<file path="config.mk">
export PLATFORM = sky130hd
export DESIGN_NAME = instruction_prefetch_queue
export DESIGN_NICKNAME = d
export VERILOG_FILES = /design/src/rtl/instruction_prefetch_queue.sv
export SDC_FILE = /design/constraint.sdc
export NUM_CORES = 1
export LEC_CHECK = 0
export CAP_MARGIN = 0
export CORE_MARGIN = 2
export CORE_UTILIZATION = 55
export CTS_BUF_LIST = sky130_fd_sc_hd__clkbuf_8
export CTS_CLUSTER_SIZE = 12
export DETAILED_ROUTE_END_ITERATION = 6
export GPL_TIMING_DRIVEN = 0
export PLACE_DENSITY = 0.82
export SLEW_MARGIN = 25
export SYNTH_ARGS = -nofsm -noshare
export SYNTH_HDL_FRONTEND = slang
export SYNTH_SLANG_ARGS = --single-unit
</file>
<file path="constraint.sdc">
create_clock -name clk -period 10.7 [get_ports clk]
set_input_delay 2.675 -clock clk [delete_from_list [all_inputs] [get_ports clk]]
set_output_delay 2.675 -clock clk [all_outputs]
set_load 0.05 [all_outputs]
</file>
<file path="src/rtl/instruction_prefetch_queue.sv">
// Fetch-side prefetch buffer: issues sequential word fetches over a req/ack port
// and queues up to DEPTH {PC, instruction} entries for the IF/ID register.
module instruction_prefetch_queue #(
  parameter int          DEPTH    = 4,
  parameter logic [31:0] RESET_PC = 32'h0000_0000
) (
  input  logic                         clk,
  input  logic                         rst,
  input  logic                         redirect,
  input  logic [31:0]                  redirect_pc,
  output logic                         mem_req,
  output logic [31:0]                  mem_addr,
  input  logic                         mem_ack,
  input  logic [31:0]                  mem_data,
  output logic                         inst_valid,
  output logic [31:0]                  instruction,
  output logic [31:0]                  inst_pc,
  output logic [31:0]                  inst_next_address,
  input  logic                         inst_take,
  output logic [$clog2(DEPTH+1)-1:0]   count
);

  localparam int PTR_W = $clog2(DEPTH);
  localparam int CNT_W = $clog2(DEPTH + 1);
  localparam logic [CNT_W-1:0] FULL = CNT_W'(DEPTH);

  typedef enum logic [1:0] {S_IDLE, S_WAIT, S_DISCARD} state_t;

  state_t           state, state_nxt;
  logic [31:0]      fetch_pc;
  logic [PTR_W-1:0] head, tail;
  logic [31:0]      pc_mem   [DEPTH];
  logic [31:0]      inst_mem [DEPTH];

  logic [31:0]      target_pc;
  logic [31:0]      issue_addr;
  logic [CNT_W-1:0] count_post;
  logic             take, write, issue;

  assign target_pc = redirect_pc & 32'hFFFF_FFFC;

  // A redirect overrides both queue write and take in the same cycle
  always_comb begin
    take       = !redirect && inst_take && (count != '0);
    write      = !redirect && (state == S_WAIT) && mem_ack;
    count_post = count + CNT_W'(write) - CNT_W'(take);
  end

  always_ff @(posedge clk or posedge rst) begin
    if (rst) state <= S_IDLE;
    else     state <= state_nxt;
  end

  always_comb begin
    state_nxt  = state;
    issue      = 1'b0;
    issue_addr = fetch_pc;
    case (state)
      S_IDLE: begin
        if (redirect) begin
          state_nxt  = S_WAIT;
          issue      = 1'b1;
          issue_addr = target_pc;
        end else if (count < FULL) begin
          state_nxt = S_WAIT;
          issue     = 1'b1;
        end
      end
      S_WAIT: begin
        if (redirect) begin
          if (mem_ack) begin
            issue      = 1'b1;
            issue_addr = target_pc;
          end else begin
            state_nxt = S_DISCARD;
          end
        end else if (mem_ack) begin
          // Only request again when a slot is still free after this write
          if (count_post < FULL) issue = 1'b1;
          else                   state_nxt = S_IDLE;
        end
      end
      S_DISCARD: begin
        if (!redirect && mem_ack) begin
          state_nxt = S_WAIT;
          issue     = 1'b1;
        end
      end
      default: state_nxt = S_IDLE;
    endcase
  end

  always_comb begin
    mem_req = (state != S_IDLE);
  end

  always_ff @(posedge clk or posedge rst) begin
    if (rst) begin
      fetch_pc <= RESET_PC;
      mem_addr <= RESET_PC;
      head     <= '0;
      tail     <= '0;
      count    <= '0;
    end else begin
      if (issue) begin
        mem_addr <= issue_addr;
        fetch_pc <= issue_addr + 32'd4;
      end else if (redirect) begin
        fetch_pc <= target_pc;
      end
      if (redirect) begin
        head  <= '0;
        tail  <= '0;
        count <= '0;
      end else begin
        if (write) tail <= tail + PTR_W'(1);
        if (take)  head <= head + PTR_W'(1);
        count <= count_post;
      end
    end
  end

  always_ff @(posedge clk) begin
    if (write) begin
      pc_mem[tail]   <= mem_addr;
      inst_mem[tail] <= mem_data;
    end
  end

  always_comb begin
    inst_valid        = (count != '0);
    instruction       = inst_valid ? inst_mem[head] : 32'd0;
    inst_pc           = inst_valid ? pc_mem[head]   : 32'd0;
    inst_next_address = inst_pc + 32'd4;
  end

endmodule

</file>
==> flow_summary.ini <==
[outcome]
status = completed

[placed_design]
place_ws_ns = 2.52
place_congestion = 0.962
portBuffers = 199
placed_cell_area_um2 = 17700
dp_cells = 1612
hpwlAfterDp_um = 28000

[clock_network]
post-cts-setup-buffers = 0
hold_buffers = 0
cts_tree = done
root_buffer = clkbuf_8
numCtsBuffers = 52
clock_path_buffers = 3
clock-sinks = 329
cts_htree_levels = 2
worstSkewPairLatency_ns = 0.59
postCtsResizedCells = 0
path_clk_slew_ns = 0.06

[synth]
synth.avg_cell_area_um2 = 14.1
synth_warnings = 0
yosys_register_bits = 329
async_flop_share = 0.222
synthFlopType = edfxtp_1
syn-num-nets = 1145
yosysSeqAreaShare = 0.630
synth_cells = 1067
synth_edf_count = 256
syn_area_um2 = 15100
yosys.cell_types.count = 71

[drt]
drtIter0Drc = 1119
ant_nets = 0
wl_per_cell_um = 23.2
vias = 10500
drc = 0
routed_wirelength_um = 39700
drt_first_pass_iters = 6
vias_per_cell = 6.12

[layout]
register_area_um2 = 9510
mostFrequentLayoutCell = edfxtp_1
stdcell_count = 1710
fin_area_um2 = 18600
finalNetCount = 1403
multi_input_area_um2 = 5200
fillers = 1761
final_cell_mix = edfxtp_1, clkdlybuf4s50_1, nand2_1, dfrtp_1, nor2_1
drive_gt1_frac = 0.120
finalCoreUtilization = 0.691
area_growth_pct = 23.4

[worst_setup_path]
crit_path_start_kind = flip-flop
rrSetupSlack_ns = 4.96
critPathMaxFanout = 10
arrival_ns = 6.10
crit_path_end_kind = output pin
worstSetupPathType = flip-flop to output pin
cp.required_ns = 8.03

[sta]
rsz0062_at_grt = false
relSlewSlack = 0.294
worstMarginPinSlew_ns = 1.05
setup_viol = 0
fin_crit_sh = 0.820
finalWorstSetupSlack_ns = 1.93
finClkSkew_ns = 0.0218
hold_viol_final = 0
slew_viol_final = 0
whs_ns = 0.505
finalSetupTns_ns = 0
max_freq_mhz = 114
post-route-min-period_ns = 8.77

[floorplanning]
die_x_um = 170
start_util = 0.560
num_io_pins = 202
die-area_um2 = 28800
die_h_um = 170
rows = 60
design.core.area_um2 = 27000

[grt]
grt_pass1_wl_um = 59500
antenna_found_initial = 2
grt_max_degree = 54
grt_use_total = 0.276
grt_overflow = 0
first_global_vias = 10300

[pwr]
pwr_density_cell_nw_per_um2 = 289
ir_worst_vdd_mv = 0.159
leakage_nw = 6.65
design_power_total_mw = 5.38

[worst_hold_path]
hold_path.class = flip-flop to flip-flop

[flow_run]
maxCapViolCount = 0
[state kept, by name, summed over array words and instances (netlist names)]
signal    cells
tail          2
mem_addr     32
fetch_pc     32
state         2
count         3
head          2
inst_mem    128
pc_mem      128
[metal layers]
| layer | up-vias | global-route usage | wire [um] |
|---|---|---|---|
| met5 | - | 0 | 11 |
| met4 | 2 | 0.0914 | 1050 |
| met3 | 89 | 0.0518 | 3760 |
| met2 | 620 | 0.452 | 19200 |
| met1 | 5163 | 0.377 | 15600 |
| li1 | 4591 | - | - |
[path summary, 6_finish.rpt]
kind | to | cells after the start | start
setup / recovery | inst_next_address[30] | 15 | count[2]$_DFF_PP0_
hold / removal | fetch_pc[0]$_DFF_PP0_ | 1 | fetch_pc[0]$_DFF_PP0_
setup reg to reg | fetch_pc[22]$_DFF_PP0_ | 17 | count[1]$_DFF_PP0_
hold reg to reg | fetch_pc[0]$_DFF_PP0_ | 1 | fetch_pc[0]$_DFF_PP0_
max in group asynchronous | mem_addr[19]$_DFFE_PP0P_ | 3 | rst
min in group asynchronous | fetch_pc[25]$_DFF_PP0_ | 2 | rst
[cell usage after synthesis, types with 19 or more instances]
cell type	count	area (um2)
a21oi_1	25	125
a31oi_1	23	144
and2_1	61	382
clkbuf_1	34	128
dfrtp_1	73	1830
edfxtp_1	256	7690
inv_1	26	97.6
mux2i_1	32	320
mux4_2	50	1130
nand2_1	115	432
nand3_1	28	140
nand4_1	23	144
nor2_1	72	270
o21ai_0	23	115
xnor2_1	23	201
xor2_1	19	166
[area by class of cell]
class,count,share of cell area
Antenna cell,1,0.000134
Buffer,57,0.0159
Clock buffer,52,0.0384
Clock inverter,45,0.0126
Inverter,26,0.00537
Multi-Input combinational cell,655,0.279
Sequential cell,329,0.511
Tap cell,341,0.0229
Timing Repair Buffer,204,0.114
[kinds of logic (layout without fill, tap and decap cells)]
family | count (synthesis) | after routing | share of synthesized area
and+or+nand+nor | 380 | 380 | 0.128
other | 0 | 1 | 0
DFF | 329 | 329 | 0.630
xor gates and xnor gates | 42 | 42 | 0.0244
buffers and inverters | 83 | 384 | 0.0260
adders and majority gates | 9 | 9 | 0.00796
AOI/OAI and AO/OA | 119 | 119 | 0.0537
muxes | 105 | 105 | 0.130
[worst max-delay path, cell delays in order, from the launching register on]
cell,delay (ns)
dfrtp_1,0.47
nor3_2,0.19
inv_1,0.21
buf_2,0.31
clkbuf_1,0.54
clkbuf_1,0.51
nand2_1,0.19
inv_1,0.13
ha_1,0.34
nand4_1,0.20
nor3_2,0.39
nor3b_4,0.45
nand4_1,0.28
nor3_1,0.30
xor2_1,0.18
clkdlybuf4s50_1,0.82
[power by group]
part,switching (mW),internal (mW),total (mW)
Combinational,1.73,0.872,2.60
Clock,0.487,0.484,0.971
Sequential,0.189,1.61,1.80
Total,2.41,2.97,5.38
No activity file was read; power rests on OpenSTA's default activity.
